File: config.mk
export PLATFORM = sky130hd
export DESIGN_NAME = nv_ram_rws_128x32_fifo_ctrl
export DESIGN_NICKNAME = d
export VERILOG_FILES = /design/src/rtl/nv_ram_rws_128x32_fifo_ctrl_pkg.sv /design/src/rtl/nv_ram_fifo_obuf.sv /design/src/rtl/nv_ram_rws_128x32_fifo_ctrl.sv
export SDC_FILE = /design/constraint.sdc
export NUM_CORES = 1
export LEC_CHECK = 0
export ABC_AREA = 1
export CELL_PAD_IN_SITES_DETAIL_PLACEMENT = 1
export CELL_PAD_IN_SITES_GLOBAL_PLACEMENT = 2
export CORE_UTILIZATION = 26
export DETAILED_ROUTE_END_ITERATION = 8
export HOLD_SLACK_MARGIN = 0.06
export PLACE_DENSITY_LB_ADDON = 0.1
export SLEW_MARGIN = 20
export SYNTH_ARGS = -nofsm -noshare
export SYNTH_HDL_FRONTEND = slang
export SYNTH_SLANG_ARGS = --single-unit
export TNS_END_PERCENT = 50
File: constraint.sdc
create_clock -name nvdla_core_clk -period 4.6 [get_ports nvdla_core_clk]
set_input_delay 1.15 -clock nvdla_core_clk [delete_from_list [all_inputs] [get_ports nvdla_core_clk]]
set_output_delay 1.15 -clock nvdla_core_clk [all_outputs]
set_load 0.05 [all_outputs]
File: src/rtl/nv_ram_rws_128x32_fifo_ctrl_pkg.sv
// rtl/nv_ram_rws_128x32_fifo_ctrl_pkg.sv - shared defaults, types and helpers for the RAM FIFO controller
// Contents: FIFO_DEPTH/FIFO_AW/FIFO_DW defaults, obuf_cnt_t, obuf_has_room() issue-gate helper.
package nv_ram_rws_128x32_fifo_ctrl_pkg;

    localparam int FIFO_DEPTH = 128;
    localparam int FIFO_AW    = 7;
    localparam int FIFO_DW    = 32;

    // Occupancy of the 2-entry output buffer: 0, 1 or 2.
    typedef logic [1:0] obuf_cnt_t;

    // A RAM read may be issued only if the word it returns will find a free
    // obuf slot: words held plus the word already in flight, minus the word
    // leaving this cycle, must stay below the buffer size.
    function automatic logic obuf_has_room(input obuf_cnt_t cnt,
                                           input logic      inflight,
                                           input logic      pop);
        logic [2:0] occ;
        occ = {1'b0, cnt} + {2'b00, inflight} - {2'b00, pop};
        return (occ < 3'd2);
    endfunction

endpackage

File: src/rtl/nv_ram_fifo_obuf.sv
// rtl/nv_ram_fifo_obuf.sv - 2-entry in-order registered output buffer fed by RAM read data
// Ports: clk, rst_n (async active-low), clr (sync drop-all), load/din (append at tail),
//        pop (remove head), cnt (occupancy), vld (cnt!=0), dout (registered head word).
module nv_ram_fifo_obuf
    import nv_ram_rws_128x32_fifo_ctrl_pkg::*;
#(
    parameter int DW = FIFO_DW
) (
    input  logic          clk,
    input  logic          rst_n,
    input  logic          clr,
    input  logic          load,
    input  logic [DW-1:0] din,
    input  logic          pop,
    output obuf_cnt_t     cnt,
    output logic          vld,
    output logic [DW-1:0] dout
);

    logic [DW-1:0] d0;  // head
    logic [DW-1:0] d1;  // second entry, valid only when cnt==2

    always_ff @(posedge clk or negedge rst_n) begin
        if (!rst_n) begin
            cnt <= 2'd0;
            d0  <= '0;
            d1  <= '0;
        end else if (clr) begin
            cnt <= 2'd0;
            d0  <= '0;
        end else begin
            unique case (cnt)
                2'd0: begin
                    if (load) begin
                        d0  <= din;
                        cnt <= 2'd1;
                    end
                end
                2'd1: begin
                    // Load+pop replaces the head in place so throughput stays 1/clk.
                    if (load && pop) begin
                        d0 <= din;
                    end else if (load) begin
                        d1  <= din;
                        cnt <= 2'd2;
                    end else if (pop) begin
                        cnt <= 2'd0;
                    end
                end
                default: begin
                    // The issue gate never lets a load arrive here without a pop;
                    // the load branch only keeps the buffer consistent if it did.
                    if (pop) begin
                        d0 <= d1;
                        if (load) begin
                            d1 <= din;
                        end else begin
                            cnt <= 2'd1;
                        end
                    end
                end
            endcase
        end
    end

    assign vld  = (cnt != 2'd0);
    assign dout = d0;

endmodule

File: src/rtl/nv_ram_rws_128x32_fifo_ctrl.sv
// rtl/nv_ram_rws_128x32_fifo_ctrl.sv - sync FIFO controller around a 128x32 1R1W RAM with 2-word prefetch
// Ports: nvdla_core_clk/nvdla_core_rstn (async active-low), clr; producer wr_pvld/wr_prdy/wr_pd;
//        consumer rd_pvld/rd_prdy/rd_pd (registered); idle; RAM drive ram_ra/re/wa/we/di, ram_dout;
//        pwrbus_ram_pd passed to ram_pwrbus_pd.
module nv_ram_rws_128x32_fifo_ctrl
    import nv_ram_rws_128x32_fifo_ctrl_pkg::*;
#(
    parameter int DEPTH = FIFO_DEPTH,
    parameter int AW    = FIFO_AW,
    parameter int DW    = FIFO_DW
) (
    input  logic          nvdla_core_clk,
    input  logic          nvdla_core_rstn,
    input  logic          clr,
    input  logic          wr_pvld,
    output logic          wr_prdy,
    input  logic [DW-1:0] wr_pd,
    output logic          rd_pvld,
    input  logic          rd_prdy,
    output logic [DW-1:0] rd_pd,
    output logic          idle,
    output logic [AW-1:0] ram_ra,
    output logic          ram_re,
    output logic [AW-1:0] ram_wa,
    output logic          ram_we,
    output logic [DW-1:0] ram_di,
    input  logic [DW-1:0] ram_dout,
    input  logic [31:0]   pwrbus_ram_pd,
    output logic [31:0]   ram_pwrbus_pd
);

    logic [AW-1:0] wr_ptr;
    logic [AW-1:0] rd_ptr;
    logic [AW:0]   ram_cnt;   // words in RAM not yet read-issued
    logic          inflight;  // a read was issued last cycle; ram_dout is valid now
    obuf_cnt_t     obuf_cnt;
    logic          ram_full;
    logic          push;
    logic          pop;

    assign ram_full = (ram_cnt == (AW+1)'(DEPTH));
    assign wr_prdy  = ~ram_full;

    // Writes are suppressed during clr and while reset is held so the RAM
    // never sees a write that the controller state will not account for.
    assign push = wr_pvld & wr_prdy & ~clr & nvdla_core_rstn;
    assign pop  = rd_pvld & rd_prdy;

    // ram_cnt only counts entries written at a previous edge, so a read can
    // never target the slot being written in the same cycle.
    assign ram_re = ~clr & (ram_cnt != '0) & obuf_has_room(obuf_cnt, inflight, pop);

    assign ram_ra        = rd_ptr;
    assign ram_wa        = wr_ptr;
    assign ram_we        = push;
    assign ram_di        = wr_pd;
    assign ram_pwrbus_pd = pwrbus_ram_pd;

    always_ff @(posedge nvdla_core_clk or negedge nvdla_core_rstn) begin
        if (!nvdla_core_rstn) begin
            wr_ptr   <= '0;
            rd_ptr   <= '0;
            ram_cnt  <= '0;
            inflight <= 1'b0;
        end else if (clr) begin
            wr_ptr   <= '0;
            rd_ptr   <= '0;
            ram_cnt  <= '0;
            inflight <= 1'b0;
        end else begin
            if (push) begin
                wr_ptr <= (wr_ptr == AW'(DEPTH-1)) ? '0 : wr_ptr + AW'(1);
            end
            if (ram_re) begin
                rd_ptr <= (rd_ptr == AW'(DEPTH-1)) ? '0 : rd_ptr + AW'(1);
            end
            ram_cnt  <= ram_cnt + (AW+1)'(push) - (AW+1)'(ram_re);
            inflight <= ram_re;
        end
    end

    nv_ram_fifo_obuf #(
        .DW (DW)
    ) u_obuf (
        .clk   (nvdla_core_clk),
        .rst_n (nvdla_core_rstn),
        .clr   (clr),
        .load  (inflight),
        .din   (ram_dout),
        .pop   (pop),
        .cnt   (obuf_cnt),
        .vld   (rd_pvld),
        .dout  (rd_pd)
    );

    assign idle = (ram_cnt == '0) & ~inflight & (obuf_cnt == 2'd0);

endmodule
# Yosys cells after proc, flatten, opt, wreduce, memory -nomap -nowiden
# Cells that the tools add are included.
totals:
  regBits: 89
  word_cells: 73
op_classes:
  n_reduce_logical: 12
  n_addsub: 6
  magnitude_cmp: 1
  mux: 25
  bitwise: 12
  eq_ne: 10
op_table:
  columns: ["cell", "count"]
  rows:
  - ["32-bit 2-to-1 mux", 7]
  - ["32-bit one-hot mux with 2 select lines", 2]
  - ["7-bit 2-to-1 mux", 6]
  - ["7-bit by 1-bit adder with 7-bit output (second input constant)", 2]
  - ["7-bit equality test (second input constant)", 2]
  - ["2-bit 2-to-1 mux", 7]
  - ["8-bit by 1-bit adder with 8-bit output", 1]
  - ["1-bit bitwise AND", 8]
  - ["8-bit equality test (second input constant)", 1]
  - ["8-bit logical NOT", 1]
  - ["8-bit 2-to-1 mux", 1]
  - ["2-bit nonzero test", 4]
  - ["8-bit nonzero test", 1]
  - ["8-bit by 1-bit subtractor with 8-bit output", 1]
  - ["3-bit inequality test (second input constant)", 2]
  - ["5-bit AND reduction", 1]
  - ["4-bit by 2-bit inequality test with 1-bit output (second input constant)", 1]
  - ["4-bit inequality test (second input constant)", 1]
  - ["1-bit inverter", 4]
  - ["2-bit one-hot mux with 2 select lines", 1]
  - ["4-bit AND reduction", 1]
  - ["4-bit nonzero test", 1]
  - ["2-bit by 1-bit adder with 3-bit output", 1]
  - ["3-bit by 2-bit < comparator with 1-bit output (second input constant)", 1]
  - ["8 further kinds", 8]

# Depth between registers and ports, before layout
logic_depth:
  depth_word: 8
  mapped_depth: 19

# Cells and area by module
# Synthesis repeated with hierarchy kept, for this count alone.
hier_totals:
  cells_unflattened: 670
  area_unflattened_um2: 5456.5
by_module_without_submodules:
  columns: ["module", "area_each_um2", "n_inst", "cells_each", "seq_area_each_um2"]
  rows:
  - ["nv_ram_fifo_obuf", 3306.9, 1, 383, 1651.6]
  - ["nv_ram_rws_128x32_fifo_ctrl", 2149.6, 1, 287, 575.6]

# Worst setup path before layout
# OpenSTA, ideal clock, no wires.
synth_path:
  path_type: "input to register"
  startpoint: "in rd_prdy"
  endpoint: "reg ram_cnt[4]"
  t_arrival_ns: 3.786
  setup_slack_ns: 0.693
  setup_ns: 0.121
  t_required_ns: 4.479
  path_stages: 16
  path_cell_list: "nand2_1 > nor2_1 > o21ai_0 > fa_1 > inv_1 > nor2_1 > nand3_1 > nor2_4 > ha_1 > inv_1 > ha_1 > fa_1 > nand2_1 > nand3_1 > o21ai_0 > nor2_1"
synth_via:
  elab_chain_cells: 6
synth_lines:
  columns: ["element", "line", "text"]
  rows:
  - ["from (decl)", "nv_ram_rws_128x32_fifo_ctrl.sv:19", "input logic rd_prdy,"]
  - ["1-bit bitwise AND", "nv_ram_rws_128x32_fifo_ctrl.sv:47", "assign pop = rd_pvld & rd_prdy;"]
  - ["3-bit by 1-bit subtractor with 3-bit output", "nv_ram_rws_128x32_fifo_ctrl_pkg.sv:19", "occ = {1'b0, cnt} + {2'b00, inflight} - {2'b00, pop};"]
  - ["3-bit by 2-bit < comparator with 1-bit output", "nv_ram_rws_128x32_fifo_ctrl_pkg.sv:20", "return (occ < 3'd2);"]
  - ["1-bit bitwise AND", "nv_ram_rws_128x32_fifo_ctrl.sv:51", "assign ram_re = ~clr & (ram_cnt != '0) & obuf_has_room(obuf_cnt, inflight, pop);"]
  - ["named net ram_re", "nv_ram_rws_128x32_fifo_ctrl.sv:23", "output logic ram_re,"]
  - ["8-bit by 1-bit subtractor with 8-bit output", "nv_ram_rws_128x32_fifo_ctrl.sv:77", "ram_cnt <= ram_cnt + (AW+1)'(push) - (AW+1)'(ram_re);"]
  - ["8-bit 2-to-1 mux", "nv_ram_rws_128x32_fifo_ctrl.sv:65", "end else if (clr) begin"]
  - ["to (signal assigned)", "nv_ram_rws_128x32_fifo_ctrl.sv:77", null]
  - ["to (decl)", "nv_ram_rws_128x32_fifo_ctrl.sv:34", "logic [AW:0] ram_cnt;"]
# The timed path passes the listed nets, and every way through them passes these cells.
# A chain may end at the register's enable or synchronous reset.

# Final worst setup path
layout_path:
  startpoint: "in rd_prdy"
  endpoint: "out ram_re"
layout_via:
  elab_chain_cells: 4
layout_lines:
  columns: ["element", "line"]
  rows:
  - ["1-bit bitwise AND", "nv_ram_rws_128x32_fifo_ctrl.sv:47"]
  - ["3-bit by 1-bit subtractor with 3-bit output", "nv_ram_rws_128x32_fifo_ctrl_pkg.sv:19"]
  - ["3-bit by 2-bit < comparator with 1-bit output", "nv_ram_rws_128x32_fifo_ctrl_pkg.sv:20"]
  - ["1-bit bitwise AND", "nv_ram_rws_128x32_fifo_ctrl.sv:51"]
  - ["to (decl)", "nv_ram_rws_128x32_fifo_ctrl.sv:23"]
# No other way between the ends.

==> results.md <==
- Crit end category: output port
- Residual DRC count: 0
- CP cell instances: clkdlybuf4s50_1, nand2_1, nor2_1, o21ai_0, fa_1, inv_1, nor2_1, nand3_1, nor2_4, buf_12
- CTS tree: built
- Ant diodes: 0
- Number of global-route vias before repair: around 4300
- Nets: ~760
- Pwr Density: 636 nW/µm²
- Slew @ Worst Pin: roughly 900 ps
- Area delta synth->final: 17.5%
- DP HPWL: approximately 9300 µm
- Final worst-path cycle share: 0.942
- Vias/cell: about 4.5
- Final max-slew violation count: 0
- Post-route ant nets: 0
- Cell variety after synth: 29
- PostCTS Resize Cnt: 0
- Share of the yosys chip area belonging to registers: 0.421
- Dpl cells: around 900
- Max stage delay on crit path: between 500 and 600 ps
- H-tree depth: 3
- Non-Filler Instances: between 900 and 1000
- Placement row count: 51
- Die H: roughly 140 µm
- Largest net degree at the start of global routing: between 60 and 70
- TritonCTS buffer count: 9
- Leakage power: 2.94 nW
- Hold buffer count at CTS: 0
- CTS max path bufs: 2
- Net count after synthesis: around 750
- CP max-delay cell: clkdlybuf4s50_1
- I/O Buffers: 87
- GRT overflow: 0
- # IOs: 216
- Critical path startpoint category: input port
- Antenna violations before repair: 0
- RSZ-0062 raised after global routing: false
- Critical Path Fanout Max: 4
- Clock transition at path regs: approximately 70 ps
- Synthesis-stage register bit count: about 90
- Worst Path Required: ~3500 ps
- DIE AREA: 20900 µm²
- Peak VDD IR: roughly 0.20 mV
- # Post-CTS Setup Buffers: 0
- Syn Std Cell Area: ~5300 µm²
- Global Route Usage Sum: 0.143
- Avg Inst Size Synth: between 8 and 9 µm²
- Final Skew: roughly 5.8 ps
- Util after Layout: 0.315
- First-pass GRT wire length: 22900 µm
- Max-cap violations: 0
- GPL Wtd Cong: 0.701
- Root Buffer Master: clkbuf_16
- Ratio of cells with drive above 1 in the final layout: 0.134
- Final TNS setup: 0 ps
- Post-Route WL: between 10000 and 15000 µm
- Final setup viols: 0
- Via count: between 4000 and 5000
- Fillers: 2309
- Period minus WS final: ~4300 ps
- Warnings, synthesis: 0
- Hold Crit Class: register to register
- Crit path DAT: ~3200 ps
- Fmax: ~230 MHz
- Outcome: finished clean
- Critical path type: input port to output port
- Clock Latency Late Sink: between 300 and 400 ps
- Cells after Synth: 630
- Core area: between 15000 and 20000 µm²
- Hold Vio Cnt, Final: 0
- Post-DR wirelength/cell: around 15 µm
- Die X: about 140 µm
- Most frequent CP cell: nor2_1
- Iter 0 DRT Violations: between 100 and 150
- Sink Count: between 80 and 90
- Router iterations before antenna repair: 4
- Initial Util: 0.268
- Slew Limit Headroom: 0.389
==> stage by stage <==
step           setup WS [ps]  cell area, µm²  total power [mW]  hold WS [ps]
2_1_floorplan            693            5290              2.77           454
3_3_place_gp             297            5890              3.14           465
3_5_place_dp             222            5890              3.19           468
4_1_cts                  236            6210              4.04           486
5_1_grt                 40.7            6210              4.29           500
6_report                 267            6210              3.95           482
==> cells in the mapped netlist <==
cell | number | area, µm²
buf_6 | 12 | 135
buf_4 | 64 | 480
o21ai_0 | 19 | 95.1
inv_1 | 69 | 259
inv_2 | 2 | 7.51
nand2_1 | 174 | 653
xnor2_1 | 1 | 8.76
and3_1 | 1 | 6.26
nor2_1 | 32 | 120
a31oi_1 | 1 | 6.26
dfrtp_1 | 89 | 2230
a21oi_1 | 7 | 35.0
nand3b_1 | 3 | 22.5
o21ai_1 | 4 | 20.0
nor2_4 | 2 | 22.5
nand3_1 | 20 | 100
ha_1 | 14 | 175
nand4_1 | 8 | 50.1
o211ai_1 | 32 | 240
xor2_1 | 2 | 17.5
nand2_2 | 1 | 6.26
nor2_2 | 1 | 6.26
buf_2 | 10 | 50.1
fa_1 | 2 | 40.0
clkbuf_1 | 4 | 15.0
nor4_1 | 1 | 6.26
o21ai_2 | 52 | 455
or2_2 | 2 | 12.5
nand2_4 | 1 | 11.3
==> power breakdown <==
part	leakage [nW]	total, mW	internal, mW	switching (mW)
clock network	0.153	0.817	0.479	0.338
registers	1.15	1.25	1.06	0.183
logic	1.64	1.89	0.642	1.25
total	2.94	3.95	2.19	1.77
==> final timing paths <==
path / slack (ps) / to / cells past startpoint / from
max: 270 / ram_re / 10 / rd_prdy
min: 480 / u_obuf.dout[12] / 2 / u_obuf.dout[12]
max reg2reg: 1240 / ram_cnt[4] / 18 / u_obuf.cnt[1]
min reg2reg: 480 / u_obuf.dout[12] / 2 / u_obuf.dout[12]
max in group asynchronous: 2560 / u_obuf.d1[23] / 3 / nvdla_core_rstn
min in group asynchronous: 910 / ram_wa[6] / 2 / nvdla_core_rstn
==> metal layers <==
| layer | share of wire | GRT usage | routed length, µm |
|---|---|---|---|
| met1 | 0.45 | 0.182 | 6250 |
| met2 | 0.48 | 0.234 | 6580 |
| met3 | 0.041 | 0.0245 | 567 |
| met4 | 0.032 | 0.0709 | 442 |
| met5 | 0 | 0 | 0 |
==> logic make-up after synthesis <==
kind of cell | synth area share
buf+inv | 0.179
compound gates | 0.161
simple gates | 0.192
fa+ha+maj | 0.0407
flops | 0.421
xor+xnor | 0.00497
==> worst max-delay path: cells and delay by family <==
family	cells	cell delay, ps
buffers and inverters	3	720
AND/OR/NAND/NOR	5	670
adder cells (fa/ha/maj)	1	500
AO/OA/AOI/OAI	1	130
==> layout by cell type (no fill, tap or decap), types with 2 or more instances in the layout <==
| cell type | Yosys | routed |
|---|---|---|
| a21oi_1 | 7 | 7 |
| buf_12 | 0 | 3 |
| buf_4 | 64 | 7 |
| bufinv_16 | 0 | 2 |
| clkbuf_16 | 0 | 9 |
| clkdlybuf4s50_1 | 0 | 84 |
| dfrtp_1 | 89 | 89 |
| fa_1 | 2 | 2 |
| ha_1 | 14 | 14 |
| inv_1 | 69 | 68 |
| inv_2 | 2 | 3 |
| nand2_1 | 174 | 174 |
| nand3_1 | 20 | 20 |
| nand3b_1 | 3 | 3 |
| nand4_1 | 8 | 8 |
| nor2_1 | 32 | 32 |
| nor2_4 | 2 | 2 |
| o211ai_1 | 32 | 32 |
| o21ai_0 | 19 | 19 |
| o21ai_1 | 4 | 4 |
| o21ai_2 | 52 | 52 |
| or2_2 | 2 | 2 |
| xor2_1 | 2 | 2 |
==> layout make-up <==
class,count,area [µm²],area share
clock buffers,10,229,0.0369
clock inverters,6,90.1,0.0145
inverters,71,267,0.0429
multi-input cells,380,2110,0.340
flip-flops and latches,89,2230,0.359
well taps,265,332,0.0534
repair buffers,94,953,0.154
==> state kept, by name, summed over array words and instances (netlist names) <==
name,count
inflight,1
ram_cnt,8
ram_ra,7
ram_wa,7
u_obuf.cnt,2
u_obuf.d1,32
u_obuf.dout,32
No activity file was read; power rests on OpenSTA's default activity.
==> RTL edit 1: new RTL, same flow settings <==
Set the package constant `FIFO_AW` to 8 (it was 7).
--- a/src/rtl/nv_ram_rws_128x32_fifo_ctrl_pkg.sv
+++ b/src/rtl/nv_ram_rws_128x32_fifo_ctrl_pkg.sv
@@ -4,5 +4,5 @@
 
     localparam int FIFO_DEPTH = 128;
-    localparam int FIFO_AW    = 7;
+    localparam int FIFO_AW    = 8;
     localparam int FIFO_DW    = 32;
 
Ports: changed (resized ram_ra and ram_wa); port bits go from 216 to 218. No check against the original RTL was run, so the function may have changed too.
==> RTL edit 1 against the unedited design <==
Power is 8.8% higher. Highest routed layer unchanged. Area after synthesis rose by 7.5%. Sequential cell count increased by 3. Design area grew 7.2%. Wire length rose by 5.0%. Global-route usage down 0.56 points. Combinational power grew 14%. Worst setup slack improved by 86 ps. Critical endpoint unchanged.
==> RTL edit 1: results (changes against the unedited design) <==
stage	metric	value	unit	change
worst_setup_path	r2r-end	ram_cnt[8]$_DFF_PN0_		
hold_path	min_to	u_obuf.dout[7]$_DFFE_PN0P_		
pwr	seq_power_share	30.4	%	-1.2 points
yosys	seq_area_frac_synth	40.5	%	-1.6 points
sta	setup_ws	353	ps	+86.2 ps
worst_setup_path	worstRegToRegCells	20		+2
place	dpl.hpwl	10.2	mm	+9.9%
drt	drt_iter0_markers	173		+30%
yosys	synth_compound_area_share	15.0	%	-1.1 points
hold_path	hold_start	u_obuf.dout[7]$_DFFE_PN0P_		
worst_setup_path	regToRegSetupSlack	1100	ps	-140 ps
sta	holdWs	481	ps	-1.12 ps
yosys	synth_cell_types	35		+21%
worst_setup_path	slowest_delay	500	ps	-30 ps
yosys	synth.area.top_cells	dfrtp_1 (41%), nand2_1 (11%), buf_4 (8.6%), o21ai_2 (8.0%), inv_1 (5.0%)		
place	pre_cts_slack	177	ps	-45.6 ps
outcome	status	finished, final reports clean		
worst_setup_path	crit_path_top_delay_cell	fa_1		
global_route	grt_max_degree	69		+1.5%
place	numPortBuffers	89		+2.3%
pwr	p_int	2.34	mW	+7.3%
yosys	synthXorXnorAreaFrac	0.925	%	+0.43 points
global_route	grt_use_total	13.8	%	-0.56 points
drt	drt-total-wl	14.5	mm	+5.0%
pwr	power_leakage	3.18	nW	+8.1%
yosys	synth_fa_ha_area_share	4.01	%	-0.065 points
final_layout	drive_gt1_share	15.1	%	+1.7 points
place	dp_cells	980		+9.0%
worst_setup_path	critPathArrivalTime	3100	ps	-80 ps
pwr	power_combinational	2.16	mW	+14%
yosys	synth_nets	815		+9.1%
## RTL edit 1: critical path, delay by kind of cell
kind	cells	cell delay [ps]
compound gates	1	160
simple gates	4	660
fa+ha+maj	1	500
buf+inv	3	620
## RTL edit 1: layer usage
metal,share of wire [%],vias up,GRT usage (%)
met5,0,-,0
met4,1.7,0,4.85
met3,4.0,24,2.47
met2,44,91,21.0
met1,50,2101,19.3
li1,-,2171,-
## RTL edit 1: logic make-up after synthesis
| kind of cell | after synthesis |
|---|---|
| flops | 92 |
| simple gates | 284 |
| buf+inv | 172 |
| fa+ha+maj | 17 |
| compound gates | 126 |
| xor+xnor | 6 |
## RTL edit 1: area by class of cell
type	instances	area (sq um)
fillers	2498	14600
clock buffers	11	243
well taps	275	344
clock inverters	5	83.8
multi-input cells	433	2360
repair buffers	100	1020
flip-flops and latches	92	2300
inverters	80	308
==> RTL edit 2: new RTL, same settings <==
Made on the original files. Reset style: synchronous (`nvdla_core_rstn` and `rst_n`), changed in 2 clocked blocks. Comments in the files are not updated.
--- a/src/rtl/nv_ram_fifo_obuf.sv
+++ b/src/rtl/nv_ram_fifo_obuf.sv
@@ -21,5 +21,5 @@
     logic [DW-1:0] d1;  // second entry, valid only when cnt==2
 
-    always_ff @(posedge clk or negedge rst_n) begin
+    always_ff @(posedge clk) begin
         if (!rst_n) begin
             cnt <= 2'd0;
--- a/src/rtl/nv_ram_rws_128x32_fifo_ctrl.sv
+++ b/src/rtl/nv_ram_rws_128x32_fifo_ctrl.sv
@@ -57,5 +57,5 @@
     assign ram_pwrbus_pd = pwrbus_ram_pd;
 
-    always_ff @(posedge nvdla_core_clk or negedge nvdla_core_rstn) begin
+    always_ff @(posedge nvdla_core_clk) begin
         if (!nvdla_core_rstn) begin
             wr_ptr   <= '0;
Function: differs if nvdla_core_rstn is asserted again (counterexample within 4 cycles, from zero or initial values and one cycle with nvdla_core_rstn low); with nvdla_core_rstn held inactive, the same outputs for 4 cycles.
==> RTL edit 2 against the unedited design <==
Final cell count decreased by 0.55%. Global-route usage increased by 0.95 points. Register-to-register slack improved by 60 ps. Sequential cell count unchanged. Area after synthesis decreased by 12%. Die area decreased by 11%. Wire length decreased by 3.8%. Design area decreased by 10%. Worst setup slack got worse by 83 ps.
Power is not compared: it rests on default switching activity, and its combinational part moved more than twofold at a synthesized area within 25%.
==> RTL edit 2: results (changes against the unedited design) <==
stage	metric	value	unit	change
global_route	grt_pass1_vias	4270		-1.2%
yosys	synth_top_cells_by_count	nor2_1 (154), nand2_1 (141), dfxtp_1 (89)		
worst_setup_path	critPathMaxFanout	5		+1
worst_setup_path	crit_path_top_delay_cell	clkdlybuf4s50_1		
worst_setup_path	critPathArrivalTime	3270	ps	+90 ps
global_route	grt_first_pass_wirelength	21.8	mm	-5.0%
clock_network	cts.repair.resized	0		unchanged
final_layout	nets	799		+4.9%
yosys	synth_top_area_cell	dfxtp_1		
place	place_congestion	0.770		+9.8%
yosys	synthArstFlopShare	0	%	-100 points
drt	via_per_inst	4.52		+1.1%
yosys	seq_area_frac_synth	38.1	%	-4.0 points
yosys	synth_cells	669		+6.2%
final_layout	drive_gt1_share	5.84	%	-7.5 points
yosys	synth_nets	786		+5.2%
drt	post_drt_wl_per_cell	14.6	um	-3.3%
drt	drt_iter0_markers	138		+3.8%
global_route	grt_max_degree	44		-35%
yosys	synth_cell_types	30		+3.4%
place	dp_cells	896		-0.33%
yosys	synth.area.top_cells	dfxtp_1 (38%), nor2_1 (12%), nand2_1 (11%), buf_4 (11%), o21ai_0 (7.0%)		
worst_setup_path	slowest_delay	560	ps	+30 ps
yosys	yosys_warnings	0		unchanged
outcome	status	finished, final reports clean		
sta	slew_headroom	56.0	%	+17 points
final_layout	layout.cells.non_filler	910		-0.55%
global_route	grt_use_total	15.3	%	+0.95 points
sta	fin_skew	5.63	ps	-0.187 ps
hold_path	min_path_type	flop to flop		
place	dpl.hpwl	8.73	mm	-5.7%
RTL edit 2: changes by cell type in the layout (fill, tap and decap cells not counted), sizes merged, moves of 8 or more:
| cell | delta |
|---|---|
| nor2 | +121 |
| dfrtp | -89 |
| dfxtp | +89 |
| inv | -36 |
| o211ai | -32 |
| nand2 | -31 |
| a21oi | +17 |
| nor3 | +8 |
RTL edit 2: worst register-to-register path: cells and delay by family, from the launching register on:
kind                       cells  cell delay [ps]
adders and majority gates      4             1280
AOI/OAI and AO/OA              2              210
buffers and inverters          4              600
and+or+nand+nor                7              830
DFF                            1              330
RTL edit 2: path summary, 6_finish.rpt:
| kind | start | end | slack, ps | cells past startpoint |
|---|---|---|---|---|
| max | rd_prdy | ram_re | 180 | 10 |
| min | u_obuf.d1[7]$_SDFFE_PN0P_ | u_obuf.d1[7]$_SDFFE_PN0P_ | 480 | 2 |
| max reg2reg | u_obuf.cnt[1]$_SDFFE_PP0P_ | ram_cnt[4]$_SDFF_PP0_ | 1300 | 17 |
| min reg2reg | u_obuf.d1[7]$_SDFFE_PN0P_ | u_obuf.d1[7]$_SDFFE_PN0P_ | 480 | 2 |
RTL edit 2: through the flow:
step | worst slack [ps] | cell area [sq um]
after floorplan | 696 | 4670
after global placement | 180 | 5270
after detailed placement | 90.3 | 5270
after CTS | 151 | 5590
after global routing | 2.54 | 5590
final | 184 | 5590
RTL edit 2: per-layer routing:
layer  share of wire (%)  GRT usage (%)  vias to the layer above
met3                 4.9           4.36                       21
met5                   0              0                        -
met4                 1.4           5.31                        0
met1                  48           19.0                     1943
li1                    -              -                     2061
met2                  46           25.0                       85
RTL edit 2: cells by family (layout without fill, tap and decap cells):
logic type,Yosys count,after routing,synth area share [%]
xor gates and xnor gates,5,5,0.938
AOI/OAI and AO/OA,98,98,11.0
buffers and inverters,128,144,16.4
adders and majority gates,16,16,4.61
and+or+nand+nor,333,333,28.9
DFF,89,89,38.1
RTL edit 2: cell type report:
cell class	count	area, sq um
repair buffers	94	943
flip-flops and latches	89	1780
inverters	36	138
clock buffers	11	253
multi-input cells	452	2120
clock inverters	3	65.1
well taps	225	282
fillers	2146	11800
RTL edit 2: power by group:
| group | switching, mW | total, mW | internal [mW] |
|---|---|---|---|
| Clock | 0.311 | 0.810 | 0.499 |
| Combinational | 0.591 | 0.913 | 0.322 |
| Sequential | 0.0372 | 0.862 | 0.825 |
